<file path="config.mk">
export PLATFORM = sky130hd
export DESIGN_NAME = vga_rect_filler
export DESIGN_NICKNAME = d
export VERILOG_FILES = /design/src/rtl/vga_pkg.sv /design/src/rtl/vga_addr_walker.sv /design/src/rtl/vga_rect_filler.sv
export SDC_FILE = /design/constraint.sdc
export NUM_CORES = 1
export LEC_CHECK = 0
export CAP_MARGIN = 20
export CELL_PAD_IN_SITES_DETAIL_PLACEMENT = 1
export CELL_PAD_IN_SITES_GLOBAL_PLACEMENT = 1
export CORE_MARGIN = 4
export CORE_UTILIZATION = 47
export CTS_CLUSTER_DIAMETER = 150
export DETAILED_ROUTE_END_ITERATION = 8
export MAX_ROUTING_LAYER = met4
export PLACE_DENSITY_LB_ADDON = 0.1
export RECOVER_POWER = 25
export REMOVE_ABC_BUFFERS = 1
export SLEW_MARGIN = 20
export SYNTH_ARGS = -nofsm -noshare
export SYNTH_HDL_FRONTEND = slang
export SYNTH_SLANG_ARGS = --single-unit
</file>
<file path="constraint.sdc">
create_clock -name iCLK -period 5.5 [get_ports iCLK]
set_input_delay 1.65 -clock iCLK [delete_from_list [all_inputs] [get_ports iCLK]]
set_output_delay 1.65 -clock iCLK [all_outputs]
set_load 0.02 [all_outputs]
</file>
<file path="src/rtl/vga_pkg.sv">
`default_nettype none
// ============================================================================
// Module      : vga_pkg
// Description : Shared VGA constants, command encodings, engine states and
//               a multiplier-free row-base helper.
// Revision    : 1.0 - initial release
// ============================================================================
package vga_pkg;

    localparam int H_RES  = 640;
    localparam int V_RES  = 480;
    localparam int ADDR_W = 19;
    localparam int IDX_W  = 8;
    localparam int X_W    = 10;
    localparam int Y_W    = 9;

    localparam logic OP_PIXEL = 1'b0;
    localparam logic OP_RECT  = 1'b1;

    typedef enum logic [1:0] {
        IDLE    = 2'd0,
        WAIT_VS = 2'd1,
        FILL    = 2'd2
    } state_t;

    // y*H_RES as a constant shift-and-add tree; 640 reduces to (y<<9)+(y<<7)
    function automatic logic [ADDR_W-1:0] row_base(input logic [Y_W-1:0] y);
        logic [ADDR_W-1:0] acc;
        acc = '0;
        for (int i = 0; i < ADDR_W; i++) begin
            if (H_RES[i]) begin
                acc = acc + (ADDR_W'(y) << i);
            end
        end
        return acc;
    endfunction

endpackage
`default_nettype wire

</file>
<file path="src/rtl/vga_addr_walker.sv">
`default_nettype none
// ============================================================================
// Module      : vga_addr_walker
// Description : Raster-order x/y walker producing row-major frame-buffer
//               addresses for an inclusive rectangle.
// Revision    : 1.0 - initial release
// ============================================================================
module vga_addr_walker
    import vga_pkg::*;
(
    input  logic              clk,
    input  logic              rst,
    input  logic              i_load,
    input  logic              i_step,
    input  logic [X_W-1:0]    i_x0,
    input  logic [X_W-1:0]    i_x1,
    input  logic [Y_W-1:0]    i_y0,
    input  logic [Y_W-1:0]    i_y1,
    output logic [ADDR_W-1:0] o_addr,
    output logic              o_last,
    output logic              o_last_nxt
);

    localparam logic [ADDR_W-1:0] c_h_step = ADDR_W'(H_RES);

    logic [X_W-1:0]    r_x, r_x0, r_x1;
    logic [Y_W-1:0]    r_y, r_y1;
    logic [ADDR_W-1:0] r_row_base, r_addr;

    logic              w_row_end;
    logic [X_W-1:0]    w_x_nxt, w_x1_nxt;
    logic [Y_W-1:0]    w_y_nxt, w_y1_nxt;
    logic [ADDR_W-1:0] w_base_load;

    always_comb begin
        w_row_end   = (r_x == r_x1);
        w_x_nxt     = r_x;
        w_y_nxt     = r_y;
        w_x1_nxt    = r_x1;
        w_y1_nxt    = r_y1;
        w_base_load = row_base(i_y0);
        if (i_load) begin
            w_x_nxt  = i_x0;
            w_y_nxt  = i_y0;
            w_x1_nxt = i_x1;
            w_y1_nxt = i_y1;
        end else if (i_step) begin
            if (w_row_end) begin
                w_x_nxt = r_x0;
                w_y_nxt = r_y + Y_W'(1);
            end else begin
                w_x_nxt = r_x + X_W'(1);
            end
        end
        // Lookahead lets the top raise ready during the final write
        o_last_nxt = (w_x_nxt == w_x1_nxt) && (w_y_nxt == w_y1_nxt);
    end

    always_ff @(posedge clk or posedge rst) begin
        if (rst) begin
            r_x        <= '0;
            r_x0       <= '0;
            r_x1       <= '0;
            r_y        <= '0;
            r_y1       <= '0;
            r_row_base <= '0;
            r_addr     <= '0;
        end else if (i_load) begin
            r_x        <= i_x0;
            r_x0       <= i_x0;
            r_x1       <= i_x1;
            r_y        <= i_y0;
            r_y1       <= i_y1;
            r_row_base <= w_base_load;
            r_addr     <= w_base_load + ADDR_W'(i_x0);
        end else if (i_step) begin
            r_x <= w_x_nxt;
            r_y <= w_y_nxt;
            if (w_row_end) begin
                r_row_base <= r_row_base + c_h_step;
                r_addr     <= r_row_base + c_h_step + ADDR_W'(r_x0);
            end else begin
                r_addr     <= r_addr + ADDR_W'(1);
            end
        end
    end

    assign o_addr = r_addr;
    assign o_last = w_row_end && (r_y == r_y1);

endmodule
`default_nettype wire

</file>
<file path="src/rtl/vga_rect_filler.sv">
`default_nettype none
// ============================================================================
// Module      : vga_rect_filler
// Description : Pixel/rectangle fill engine feeding frame-buffer writes,
//               optionally deferred to the next vertical-sync falling edge.
// Revision    : 1.0 - initial release
// ============================================================================
module vga_rect_filler
    import vga_pkg::*;
(
    input  logic              iCLK,
    input  logic              iRST,
    input  logic              iCMD_VALID,
    output logic              oCMD_READY,
    input  logic              iCMD_OP,
    input  logic              iCMD_WAIT_VS,
    input  logic [X_W-1:0]    iX0,
    input  logic [X_W-1:0]    iX1,
    input  logic [Y_W-1:0]    iY0,
    input  logic [Y_W-1:0]    iY1,
    input  logic [IDX_W-1:0]  iINDEX,
    input  logic              iVS,
    output logic              oWE,
    output logic [ADDR_W-1:0] oWADDR,
    output logic [IDX_W-1:0]  oWDATA,
    output logic              oBUSY,
    output logic              oERR,
    input  logic              iERR_CLR
);

    localparam logic [X_W-1:0] c_h_lim = X_W'(H_RES);
    localparam logic [Y_W-1:0] c_v_lim = Y_W'(V_RES);

    state_t             r_state, w_state_nxt;
    logic               r_cmd_ready, r_we, r_busy, r_err, r_vs;
    logic [IDX_W-1:0]   r_wdata;

    logic               w_accept, w_illegal, w_load, w_err_set;
    logic               w_vs_fall, w_step, w_last, w_last_nxt, w_ready_nxt;
    logic [X_W-1:0]     w_x1_eff;
    logic [Y_W-1:0]     w_y1_eff;

    // Pixel ops reuse the rectangle path as a 1x1 rectangle
    assign w_x1_eff  = (iCMD_OP == OP_RECT) ? iX1 : iX0;
    assign w_y1_eff  = (iCMD_OP == OP_RECT) ? iY1 : iY0;
    assign w_illegal = (iX0 > w_x1_eff) || (iY0 > w_y1_eff) ||
                       (w_x1_eff >= c_h_lim) || (w_y1_eff >= c_v_lim);
    assign w_accept  = iCMD_VALID && r_cmd_ready;
    assign w_load    = w_accept && !w_illegal;
    assign w_err_set = w_accept && w_illegal;
    assign w_vs_fall = r_vs && !iVS;
    assign w_step    = (r_state == FILL) && !w_last;

    vga_addr_walker u_walker (
        .clk        (iCLK),
        .rst        (iRST),
        .i_load     (w_load),
        .i_step     (w_step),
        .i_x0       (iX0),
        .i_x1       (w_x1_eff),
        .i_y0       (iY0),
        .i_y1       (w_y1_eff),
        .o_addr     (oWADDR),
        .o_last     (w_last),
        .o_last_nxt (w_last_nxt)
    );

    always_comb begin
        w_state_nxt = r_state;
        w_ready_nxt = 1'b0;
        case (r_state)
            WAIT_VS: begin
                if (w_vs_fall) w_state_nxt = FILL;
            end
            FILL: begin
                if (w_last) begin
                    if (w_load) w_state_nxt = iCMD_WAIT_VS ? WAIT_VS : FILL;
                    else        w_state_nxt = IDLE;
                end
            end
            default: begin
                if (w_load) w_state_nxt = iCMD_WAIT_VS ? WAIT_VS : FILL;
            end
        endcase
        // Ready during the final write so a queued command follows gap-free
        case (w_state_nxt)
            IDLE:    w_ready_nxt = 1'b1;
            FILL:    w_ready_nxt = w_last_nxt;
            default: w_ready_nxt = 1'b0;
        endcase
    end

    always_ff @(posedge iCLK or posedge iRST) begin
        if (iRST) r_state <= IDLE;
        else      r_state <= w_state_nxt;
    end

    always_ff @(posedge iCLK or posedge iRST) begin
        if (iRST) begin
            r_cmd_ready <= 1'b0;
            r_we        <= 1'b0;
            r_busy      <= 1'b0;
            r_err       <= 1'b0;
            r_vs        <= 1'b1;
            r_wdata     <= '0;
        end else begin
            r_cmd_ready <= w_ready_nxt;
            r_we        <= (w_state_nxt == FILL);
            r_busy      <= (w_state_nxt != IDLE);
            r_vs        <= iVS;
            if (w_load)        r_wdata <= iINDEX;
            if (w_err_set)     r_err   <= 1'b1;
            else if (iERR_CLR) r_err   <= 1'b0;
        end
    end

    assign oCMD_READY = r_cmd_ready;
    assign oWE        = r_we;
    assign oWDATA     = r_wdata;
    assign oBUSY      = r_busy;
    assign oERR       = r_err;

endmodule
`default_nettype wire

</file>
== After elaboration in Yosys (flattened, before gate mapping) ==
Cells that the tools add are included.
Word-level totals
  latch bits: 0
  input port bits: 53
  memory bits (read-only): 0
  flip-flop bits (word level): 101
  memory bits (writable): 0
  memories kept: 0
Cells by class
  order comparisons: 4
  $add $sub $neg: 7
  div/mod/pow operators: 0
  shift-type cells: 0
  reductions and logical operators: 19
  multipliers: 0
  bitwise gates (word level): 0
  eq/ne operators: 7
  mux-type cells: 29
Operator list (count)
  $mux 19: 6
  $mux 10: 7
  $mux 9: 7
  $add 19x10->19: 2
  $eq 10x10->1: 2
  $add 16x18->19: 1
  $add 19x1->19 const B: 1
  $add 19x10->19 const B: 1
  $eq 9x9->1: 2
  $add 10x1->10 const B: 1
  $ge 10x10->1 const B: 1
  $gt 10x10->1: 1
  $mux 2: 5
  $add 9x1->9 const B: 1
  $ge 9x9->1 const B: 1
  $gt 9x9->1: 1
  $reduce_bool 2->1: 4
  $logic_and 1x1->1: 7
  $eq 2x2->1 const B: 2
  $pmux 2 s2: 1
  $logic_not 1->1: 3
  $logic_or 1x1->1: 3
  $eq 2x1->1 const B: 1
  $logic_not 2->1: 1
  3 further kinds: 4

== Logic depth before layout (Yosys ltp) ==
  word-level depth: 12
  mapped depth: 16
  gate-level depth less buffers: 12

== Cells and area by module ==
Synthesis repeated with hierarchy kept, for this count alone.
Second synthesis, totals
  cells, all modules: 930
  area total of the unflattened synthesis: 7673.6 um2
Modules (own cells, without submodules)
  vga_addr_walker: area each 6282.3 um2, cells each 776, instances 1, sequential area each 1976.9 um2
  vga_rect_filler: area each 1391.3 um2, cells each 154, instances 1, sequential area each 376.6 um2

== Worst setup path before layout ==
Ideal clock, no wire load.
  path kind: input-to-reg
  from: input port iCMD_OP
  to: register r_cmd_ready (netlist: oCMD_READY)
  buffers on the path: 3
  slack: 654 ps
  stages: 14
  data required time: 5434 ps
  arrival: 4780 ps
  setup time: 66 ps
  cells stage by stage: buf_6 buf_12 buf_2 mux2i_1 ha_1 a21o_1 a21o_1 a221o_1 a311oi_2 a22oi_1 a32o_2 a211o_1 a2111oi_2 a31o_1
Between the ends
  word-level cells in the longest chain between the ends: 12
  elaborated cells on any way between the ends: 25
  those cells by class: order compare: 4; eq/ne: 3; mux: 11; reduce/logical: 7
Ends and longest elaborated chain
  from (decl): line vga_rect_filler.sv:15  | input logic iCMD_OP,
  $mux 10 / $mux 9 (equally long branches): line vga_rect_filler.sv:44, vga_rect_filler.sv:45
  $gt 10x10->1 / $gt 9x9->1 (equally long branches): line vga_rect_filler.sv:46  | assign w_illegal = (iX0 > w_x1_eff) || (iY0 > w_y1_eff) ||
  $logic_or 1x1->1 (2 in a row): line vga_rect_filler.sv:46
  $logic_or 1x1->1 *: line vga_rect_filler.sv:47  | (w_x1_eff >= c_h_lim) || (w_y1_eff >= c_v_lim);
  $logic_not 1->1 *: line vga_rect_filler.sv:49  | assign w_load = w_accept && !w_illegal;
  $logic_and 1x1->1 *: line vga_rect_filler.sv:49
  $mux 2: line vga_rect_filler.sv:77  | if (w_load) w_state_nxt = iCMD_WAIT_VS ? WAIT_VS : FILL;
  $mux 2: line vga_rect_filler.sv:76  | if (w_last) begin
  $pmux 2 s2 *: line vga_rect_filler.sv:71  | case (r_state)
  net w_state_nxt[0]: line vga_rect_filler.sv:34  | state_t r_state, w_state_nxt;
  $eq 2x2->1 / $logic_not 2->1 (equally long branches): line vga_rect_filler.sv:86  | case (w_state_nxt)
  $pmux 1 s2 *: line vga_rect_filler.sv:86
  net w_ready_nxt: line vga_rect_filler.sv:39  | logic w_vs_fall, w_step, w_last, w_last_nxt, w_ready_nxt;
  to (signal assigned): line vga_rect_filler.sv:107  | r_cmd_ready <= w_ready_nxt;
  to (decl): line vga_rect_filler.sv:35  | logic r_cmd_ready, r_we, r_busy, r_err, r_vs;
The timed path passes the listed nets; every way through them passes the cells marked *.
A chain may end at the register's enable or synchronous reset.

== Final worst setup path ==
  from: input port iCMD_OP
  to: register r_cmd_ready (netlist: oCMD_READY)
Between the ends
  word-level cells in the longest chain between the ends: 12
  elaborated cells on any way between the ends: 25
  those cells by class: order compare: 4; eq/ne: 3; mux: 11; reduce/logical: 7
Ends and longest elaborated chain (line)
  $mux 10 / $mux 9 (equally long branches): vga_rect_filler.sv:44, vga_rect_filler.sv:45
  $gt 10x10->1 / $gt 9x9->1 (equally long branches): vga_rect_filler.sv:46
  $logic_or 1x1->1 (2 in a row): vga_rect_filler.sv:46
  $logic_or 1x1->1: vga_rect_filler.sv:47
  $logic_not 1->1: vga_rect_filler.sv:49
  $logic_and 1x1->1: vga_rect_filler.sv:49
  $mux 2: vga_rect_filler.sv:77
  $mux 2: vga_rect_filler.sv:76
  $pmux 2 s2: vga_rect_filler.sv:71
  $eq 2x2->1 / $logic_not 2->1 (equally long branches): vga_rect_filler.sv:86
  $pmux 1 s2 *: vga_rect_filler.sv:86
  net w_ready_nxt: vga_rect_filler.sv:39
Marked as above.

==> impl_metrics.tcl <==
set metrics [dict create \
    synthTopCellsByArea "dfrtp_1, nand2_1, ha_1" \
    track_usage_pct 28.6 \
    max_freq_ghz 0.200 \
    ys_seq_area_share_pct 32.8 \
    gr-total-overflow 0 \
    syn_to_final_growth_pct 19.4 \
    r2r_start "r_state[0]$_DFF_PP0_" \
    maxCapViolCount 0 \
    synth_edf_count 0 \
    stdcell_count 1107 \
    antennaDiodeCount 0 \
    yosys_register_bits 94 \
    crit_path_frequent_cell "buf_4" \
    wl_per_cell_um 21.5 \
    syn_area_um2 7170 \
    postCtsSetupBuffers 0 \
    wl_um 23800 \
    crit_required_ps 5750 \
    clock_skew_ps 10.8 \
    hold_violations 0 \
    grt_pass1_wl_um 38700 \
    nNetsFinal 1011 \
    multi_input_comb_area_um2 4510 \
    dieArea_um2 17300 \
    max_stage_delay_ps 500 \
    criticalPathCategory "in2reg" \
    drive_above_1_share_pct 7.69 \
    synth_commonest_cells "nand2_1, dfrtp_1, nor2_1" \
    hpwl_um 18200 \
    seq_area_um2 2350 \
    core-area_um2 14800 \
    post_cts_resized 0 \
    start_util_pct 48.6 \
    syn_area_per_cell_um2 8.54 \
    clockBufferDepth 2 \
    irDropWorstVdd_mv 0.148 \
    worstSetupStartpoint "iCMD_OP" \
    worstPathCellList "clkdlybuf4s50_1 > buf_12 > mux2i_2 > ha_1 > a21oi_1 > o211ai_1 > a221o_1 > a311oi_2 > buf_4 > nand3_4 > buf_4 > nor2_1 > a211o_1 > a2111oi_2 > a31o_1" \
    dp_slack_ps 153 \
    maxSlewViolCount 0 \
    dr.pass1.iters 5 \
    arrival_ps 5240 \
    hold_class "reg2reg" \
    crit_slowest_cell "clkdlybuf4s50_1" \
    clkTransAtPathRegs_ps 70 \
    remaining_drc_errors 0 \
    cts_num_sinks 94 \
    gp_congestion 0.932 \
    worstMarginPinSlew_ps 860 \
    period_share_pct 90.8 \
    powerDensity_nw_per_um2 185 \
    fin_ws_ps 508 \
    clkLatencyLatePin_ps 360 \
    ant_nets 0 \
    portBuffers 83 \
    cts_made_buffers 9 \
    worst-path-max-fanout 45 \
    yosysWarnings 0 \
    antenna_found_initial 0 \
    rows 44 \
    clock-root-buffer "clkbuf_16" \
    grt_pass1_vias 7141 \
    synth_cell_type_count 84 \
    synthArstFlopShare_pct 100 \
    critPathLaunchType "primary input" \
    end_kind "flip-flop" \
    io_pins 84 \
    num_vias 6740 \
    routed_via_density 6.09 \
    yosysMostFrequentCell "nand2_1" \
    dieWidth_um 132 \
    h-tree-depth 3 \
    drtIter0Drc 495 \
    rsz0062_at_grt "no" \
    min-delay-start "oWDATA[3]$_DFFE_PP0N_" \
    finalSetupViolCount 0 \
    cts_hold_buf 0 \
    leakagePower_nw 3.67 \
    status "finished, final reports clean" \
    synth.top_cell.area_share_pct 32.5 \
    grt_start_max_net_pins 83 \
    synthFlopType "dfrtp_1" \
    finalCriticalPeriod_ps 4990 \
    netlist_instances 840 \
    dp_cells 1091 \
    fp.dieH_um 132 \
    cts_tree "built" \
    slew_headroom_pct 42.6 \
    num-fill-cells 1761 \
    synth_top_area_cell "dfrtp_1" \
]
==> where the power goes <==
part	switching [mW]	internal, mW
Clock	0.281	0.353
Combinational	0.139	0.115
Sequential	0.000173	0.692
Total	0.421	1.16
==> flip-flops by register name (all words and copies together), names as in the netlist <==
register,flops
u_walker.o_addr,19
u_walker.r_row_base,12
u_walker.r_x0,10
u_walker.r_x1,10
u_walker.r_x,10
u_walker.r_y1,9
u_walker.r_y,9
oWDATA,8
r_state,2
oBUSY,1
oCMD_READY,1
oERR,1
oWE,1
r_vs,1
==> cell usage in the layout (no fill, tap or decap), types with 4 or more instances in the layout <==
cell | synthesis | layout
clkdlybuf4s50_1 | 0 | 81
a21o_1 | 8 | 8
nor2b_1 | 8 | 8
o221ai_1 | 10 | 10
o22ai_1 | 6 | 6
buf_4 | 3 | 31
nand2_1 | 128 | 128
mux2i_2 | 4 | 4
xnor2_1 | 49 | 49
and3_1 | 17 | 16
nand4_1 | 16 | 16
nor3_1 | 8 | 8
o21ai_1 | 29 | 28
nor2_1 | 61 | 61
a31oi_1 | 12 | 12
xor2_1 | 51 | 51
o21ai_0 | 41 | 41
nand3_1 | 19 | 18
inv_1 | 24 | 23
o211ai_1 | 6 | 6
dfrtp_1 | 93 | 93
nor4_1 | 6 | 6
a211oi_1 | 4 | 4
ha_1 | 38 | 38
clkbuf_16 | 0 | 9
mux2i_1 | 16 | 16
a21oi_1 | 51 | 51
==> worst max-delay path: cells and delay by family <==
family / cells / cell delay [ps]
AOI/OAI and AO/OA: 7 / 1400
and+or+nand+nor: 2 / 290
adders and majority gates: 1 / 320
muxes: 1 / 340
buffers and inverters: 4 / 1200
==> path summary, 6_finish.rpt <==
path	slack (ps)	endpoint	depth (start not counted)
worst max-delay path	510	oCMD_READY$_DFF_PP0_	15
worst min-delay path	480	oWDATA[3]$_DFFE_PP0N_	2
worst max register to register	1810	oCMD_READY$_DFF_PP0_	9
worst min register to register	480	oWDATA[3]$_DFFE_PP0N_	2
max in group asynchronous	2870	u_walker.r_row_base[15]$_DFFE_PP0P_	3
min in group asynchronous	1920	u_walker.r_x1[7]$_DFF_PP0_	2
==> cell type report <==
cell class	instances	area share, %
Inverter	25	1.15
Sequential cell	94	27.5
Timing Repair Buffer	115	12.7
Tap cell	184	2.69
Clock buffer	12	2.76
Clock inverter	4	0.570
Multi-Input combinational cell	673	52.7
==> routing by layer <==
layer / share of wire, % / vias up / global-route usage [%]
met5: 0 / - / -
met4: 2.6 / 0 / 9.80
met3: 4.2 / 44 / 2.94
met2: 48 / 199 / 45.7
met1: 46 / 3337 / 38.2
li1: - / 3160 / -
==> metrics by stage <==
stage / hold WS [ps] / util, % / TNS, ps / cell area (um^2) / total power, mW
floorplan: 461 / - / -17700 / 6940 / 0.833
global placement: 461 / 56.1 / 0 / 8270 / 0.946
detailed placement: 468 / 56.1 / 0 / 8270 / 0.957
CTS: 484 / 58.0 / 0 / 8560 / 1.59
global route: 511 / 58.0 / 0 / 8560 / 1.65
finish: 483 / 58.0 / 0 / 8560 / 1.58
==> kinds of logic after synthesis <==
kind of cell	after synthesis	synth area share [%]
AND/OR/NAND/NOR	293	19.7
multiplexers	25	3.94
flip-flops	94	32.8
adder cells (fa/ha/maj)	40	7.19
XOR/XNOR	102	12.8
buffers and inverters	73	4.55
AO/OA/AOI/OAI	213	19.1
(Power assumes the default switching activity.)
==> variant 1, RTL diff (config.mk and constraints unchanged) <==
Change the package constant `IDX_W` from 8 to 9.
--- a/src/rtl/vga_pkg.sv
+++ b/src/rtl/vga_pkg.sv
@@ -10,7 +10,7 @@
     localparam int H_RES  = 640;
     localparam int V_RES  = 480;
     localparam int ADDR_W = 19;
-    localparam int IDX_W  = 8;
+    localparam int IDX_W  = 9;
     localparam int X_W    = 10;
     localparam int Y_W    = 9;
 
Ports: changed (resized iINDEX and oWDATA); port bits go from 84 to 86. The function was not compared with the original's and may differ.
==> variant 1 against the unedited design <==
The run now ends with max-capacitance violations, max-slew violations left; critical path depth decreased by 1; routed wire length increased by 3.6%; sequential cell count increased by 1; register-to-register slack got worse by 670 ps; total power increased by 0.70%; clock power about the same; core utilization increased by 0.70 points; setup slack got worse by 240 ps; cell area about the same; non-clock buffer count increased by 14; final cell count increased by 0.63%; synthesized area decreased by 2.3%; critical path type unchanged.
==> variant 1: results (changes against the unedited design) <==
Status
  • Outcome: finished with violations (was complete, no violations)
  • Violated checks: max-capacitance violations, max-slew violations

Cells and area
  • Non-clock buffer area fraction after layout: 0.1394 (was 0.1266)
  • Number of clock buffers in the layout: 11 (was 12)
  • Ratio of cells with drive above 1 in the final layout: 0.08065 (was 0.07692)
  • Sequential cell area: 2379 sq um (was 2354 sq um)
  • Comb_multi_in: 662 (was 673)
  • Proportion of cell area occupied by multi-input gates: 0.5093 (was 0.5267)
  • Fill cell total of the finished layout: 1735 (was 1761)
  • Share of final layout cell area taken by clock buffers and inverters: 0.03447 (was 0.03333)
  • Final Net Count: 1019 (was 1011)
  • Total of plain and repair buffers excluding clock buffers: 129 (was 115)
  • Count of inverters not on the clock network in the layout: 28 (was 25)

Placement
  • Final weighted congestion in routability-driven placement: 0.9705 (was 0.9319)
  • Post-Place Worst Slack: -292.3 ps (was 153.1 ps)
  • Port Buffer Count: 85 (was 83)

Global route
  • Via count of the first global-routing pass: 7174 (was 7141)
  • Met2 Usage GRT: 0.5118 (was 0.4573)
  • GRT Overall Usage: 0.3084 (was 0.2863)
  • Global routing met3 resource utilization: 0.03234 (was 0.02943)
  • Met1 usage in global routing: 0.3967 (was 0.3823)
  • Largest net degree at the start of global routing: 71 (was 83)

Yosys
  • Adder-Cell Fraction of Synth Area: 0.07358 (was 0.07189)
  • FFs w/ async S/R, synth: 1.000 (unchanged)
  • Sequential-to-total area share from yosys stat: 0.3395 (was 0.3282)
  • Synth top cells by count: sky130_fd_sc_hd__nand2_1, sky130_fd_sc_hd__dfrtp_1, sky130_fd_sc_hd__o21ai_0 (was sky130_fd_sc_hd__nand2_1, sky130_fd_sc_hd__dfrtp_1, sky130_fd_sc_hd__nor2_1)
  • Share of synthesized area spent on multiplexers: 0.03018 (was 0.03943)
  • Compound-Gate Fraction of Synth Area: 0.1902 (was 0.1905)
  • Number of storage elements in the synthesis netlist: 95 (was 94)

Route
  • Routed wire length on met2: 12090 um (was 11340 um)
  • Total length of routed met3 wires: 960 um (was 991 um)
  • Avg Vias per Cell: 6.127 (was 6.089)
  • DRT met1 WL: 10930 um (was 10830 um)
  • Via count: 6825 (was 6740)
  • Detailed-routing iteration count for the pre-antenna-repair pass: 7 (was 5)

Pwr
  • Max IR drop VDD: 0.1154 mV (was 0.1478 mV)
  • Static Leak: 3.797 nW (was 3.673 nW)
  • Power dissipated by switching net loads: 443.1 uW (was 421.0 uW)

STA
  • Worst clock skew: 12.72 ps (was 10.77 ps)
  • Rel. slew slack: -0.8962 (was 0.4263)
  • Number of pins exceeding their max-slew limit in the final report: 71 (was 0)

Setup path
  • Cell depth of the worst flop-to-flop path: 10 (was 9)
  • Worst-path maximum fanout: 17 (was 45)
  • Crit Reg-Reg Startpoint: u_walker.r_x[4] (was r_state[0])
  • Worst stage delay on the critical path: 550 ps (was 500 ps)

Flow run
  • Max-cap check violation count: 1 (was 0)

Hold path
  • Destination of the worst hold path: oWDATA[8] (was oWDATA[3])
==> variant 1: cell types whose count changed in the layout (fill, tap and decap cells not counted), moves of 10 or more <==
cell,change
sky130_fd_sc_hd__buf_4,+12
sky130_fd_sc_hd__xnor2_1,+10
sky130_fd_sc_hd__nand2_1,-12
sky130_fd_sc_hd__xor2_1,-12
sky130_fd_sc_hd__o21ai_1,-24
sky130_fd_sc_hd__o21ai_0,+26
==> variant 1: per-stage QoR <==
stage	power (mW)	utilization	instance area, sq um	setup TNS, ps	hold slack [ps]
finish	1.591	0.5871	8566	0	476.7
global route	1.648	0.5871	8566	0	514.5
CTS	1.600	0.5869	8562	0	480.2
detailed placement	0.9645	0.5666	8267	-1126	464.4
global placement	0.9550	0.5666	8267	-73.43	456.7
floorplan	0.8312	-	6830	-93830	466.8
==> variant 2, RTL diff (same settings) <==
Made on the original files. Register the output `oERR` once more, with the module's reset; this adds one clock of latency there. The other outputs are not delayed to match.
--- a/src/rtl/vga_rect_filler.sv
+++ b/src/rtl/vga_rect_filler.sv
@@ -118,7 +118,13 @@
     assign oWE        = r_we;
     assign oWDATA     = r_wdata;
     assign oBUSY      = r_busy;
-    assign oERR       = r_err;
+    always_ff @(posedge iCLK or posedge iRST) begin
+        if (iRST) begin
+            oERR <= '0;
+        end else begin
+            oERR <= r_err;
+        end
+    end
 
 endmodule
 `default_nettype wire
Function: changed (a bounded check fails within 4 cycles, from zero or initial values and one cycle with iRST high).
==> variant 2 against the unedited design <==
The run now ends with max-capacitance violations, max-slew violations left; synthesized area grew 0.35%; cell area grew 1.0%; routed wire length shrank 1.2%; clock power grew 1%; global-route usage shrank 0.64 points; sequential share of layout area is essentially flat; core utilization grew 0.60 points; total power grew 1.1%; setup slack lost 190 ps; sequential cell count grew 1; critical path type unchanged; critical endpoint unchanged.
==> variant 2: results (changes against the unedited design) <==
Clock network
  • CTS resizes: 0 (unchanged)
  • Clock latency of the later-clocked register in the worst-skew pair: 360 ps (about the same)
  • Clk buf depth: 2 (unchanged)
  • Level count of the clock H-tree: 3 (unchanged)

Status
  • Outcome: finished with violations (was complete, no violations)
  • Violated checks: max-capacitance violations, max-slew violations

Global route
  • Wire length of the first global-routing pass: 37810 um (was 38720 um)
  • Largest net degree at the start of global routing: 51 (was 83)
  • Via count of the first global-routing pass: 6921 (was 7141)
  • Antenna violations before repair: 0 (unchanged)
  • GRT Overall Usage: 0.2799 (was 0.2863)

Flow run
  • Max-cap check violation count: 1 (was 0)

Yosys
  • Synth top cells by count: sky130_fd_sc_hd__nand2_1, sky130_fd_sc_hd__dfrtp_1, sky130_fd_sc_hd__nor2_1 (unchanged)
  • Cell types with the largest area share after synthesis: sky130_fd_sc_hd__dfrtp_1, sky130_fd_sc_hd__nand2_1, sky130_fd_sc_hd__ha_1, sky130_fd_sc_hd__xor2_1, sky130_fd_sc_hd__xnor2_1 (unchanged)
  • Sequential-to-total area share from yosys stat: 0.3306 (was 0.3282)
  • FFs w/ async S/R, synth: 1.000 (unchanged)
  • Average instance area after synthesis: 8.556 sq um (was 8.536 sq um)

Placement
  • Post-Place Worst Slack: 98.94 ps (was 153.1 ps)
  • Cell area after placement: 8364 sq um (was 8272 sq um)
  • Placed wire-length estimate: 18170 um (was 18150 um)
  • Final weighted congestion in routability-driven placement: 0.8914 (was 0.9319)

STA
  • Number of pins exceeding their max-slew limit in the final report: 51 (was 0)
  • Rel. slew slack: -0.5590 (was 0.4263)
  • Worst clock skew: 11.87 ps (was 10.77 ps)

Hold path
  • Destination of the worst hold path: oERR (was oWDATA[3])
  • Hold Crit Start: r_err (was oWDATA[3])
  • Min-Delay Path Depth: 0 (was 2)

Pwr
  • Static Leak: 3.719 nW (was 3.673 nW)
  • Max IR drop VDD: 0.1349 mV (was 0.1478 mV)

Route
  • Initial detailed-routing violation count: 456 (was 495)
  • Total wirelength of the detailed-routed design: 23520 um (was 23790 um)
  • Avg Vias per Cell: 6.009 (was 6.089)

Cells and area
  • Final Net Count: 1021 (was 1011)
  • Ratio of cells with drive above 1 in the final layout: 0.08360 (was 0.07692)
  • Finished Core Util: 0.5862 (was 0.5801)
  • Cell Count, Final, Fillers Out: 1117 (was 1107)

Setup path
  • Crit Reg-Reg Startpoint: u_walker.r_x[6] (was r_state[0])
  • Internal reg-to-reg setup slack: 1710 ps (was 1810 ps)
  • Cell depth of the worst flop-to-flop path: 10 (was 9)
  • Critical path data arrival time: 5460 ps (was 5240 ps)
  • Worst-path maximum fanout: 23 (was 45)
==> variant 2: cell types whose count changed after synthesis, sizes merged <==
cell   before  now
dfrtp      93   94
==> variant 2: report_power, final <==
part	leakage, nW	switching [mW]	internal (mW)	total (mW)
registers	1.16	0.000178	0.699	0.699
clock network	0.140	0.278	0.365	0.643
logic	2.42	0.138	0.117	0.255
==> variant 2: stage by stage <==
step	hold slack (ps)	setup TNS (ps)
finish	381.8	0
CTS	389.9	0
global placement	369.1	0
global route	399.7	0
floorplan	353.7	-17700
detailed placement	374.1	0
==> variant 2: how the worst max path moves through the flow <==
stage	start	endpoint	cells after the start	slack, ps
after floorplan	iCMD_OP	oCMD_READY	10	-850
after global placement	iCMD_OP	oCMD_READY	13	230
after detailed placement	iCMD_OP	oCMD_READY	13	100
after CTS	iCMD_OP	oCMD_READY	13	370
after global routing	iCMD_OP	oCMD_READY	13	160
final	iCMD_OP	oCMD_READY	13	320
==> variant 2: layout make-up <==
type | count | area (sq um)
Clock buffer | 13 | 250.2
Clock inverter | 3 | 42.54
Fill cell | 1750 | 6106
Inverter | 25 | 95.09
Multi-Input combinational cell | 673 | 4508
Sequential cell | 95 | 2379
Tap cell | 184 | 230.2
Timing Repair Buffer | 124 | 1144
==> variant 2: worst max-delay path, stage by stage <==
cell and delay (ps):
sky130_fd_sc_hd__clkdlybuf4s50_1 510, sky130_fd_sc_hd__buf_12 210, sky130_fd_sc_hd__mux2i_1 280, sky130_fd_sc_hd__ha_1 290
sky130_fd_sc_hd__a21o_1 180, sky130_fd_sc_hd__a21o_1 170, sky130_fd_sc_hd__a221o_1 370, sky130_fd_sc_hd__a311oi_2 510
sky130_fd_sc_hd__a22oi_1 130, sky130_fd_sc_hd__a32o_2 290, sky130_fd_sc_hd__a211o_1 250, sky130_fd_sc_hd__a2111oi_2 390
sky130_fd_sc_hd__a31o_1 240
==> variant 2: metal layers <==
layer	part of all wire	track usage	vias to the layer above
met4	0.025	0.09102	0
li1	-	-	3165
met2	0.47	0.4398	184
met3	0.044	0.03473	34
met5	0	-	-
met1	0.46	0.3786	3329
==> variant 2: cell families after synthesis <==
kind of cell    Yosys count  share of synthesized area
compound gates          213                     0.1899
xor+xnor                102                     0.1273
fa+ha+maj                40                    0.07164
buf+inv                  73                    0.04538
flops                    95                     0.3306
mux                      25                    0.03930
simple gates            293                     0.1960
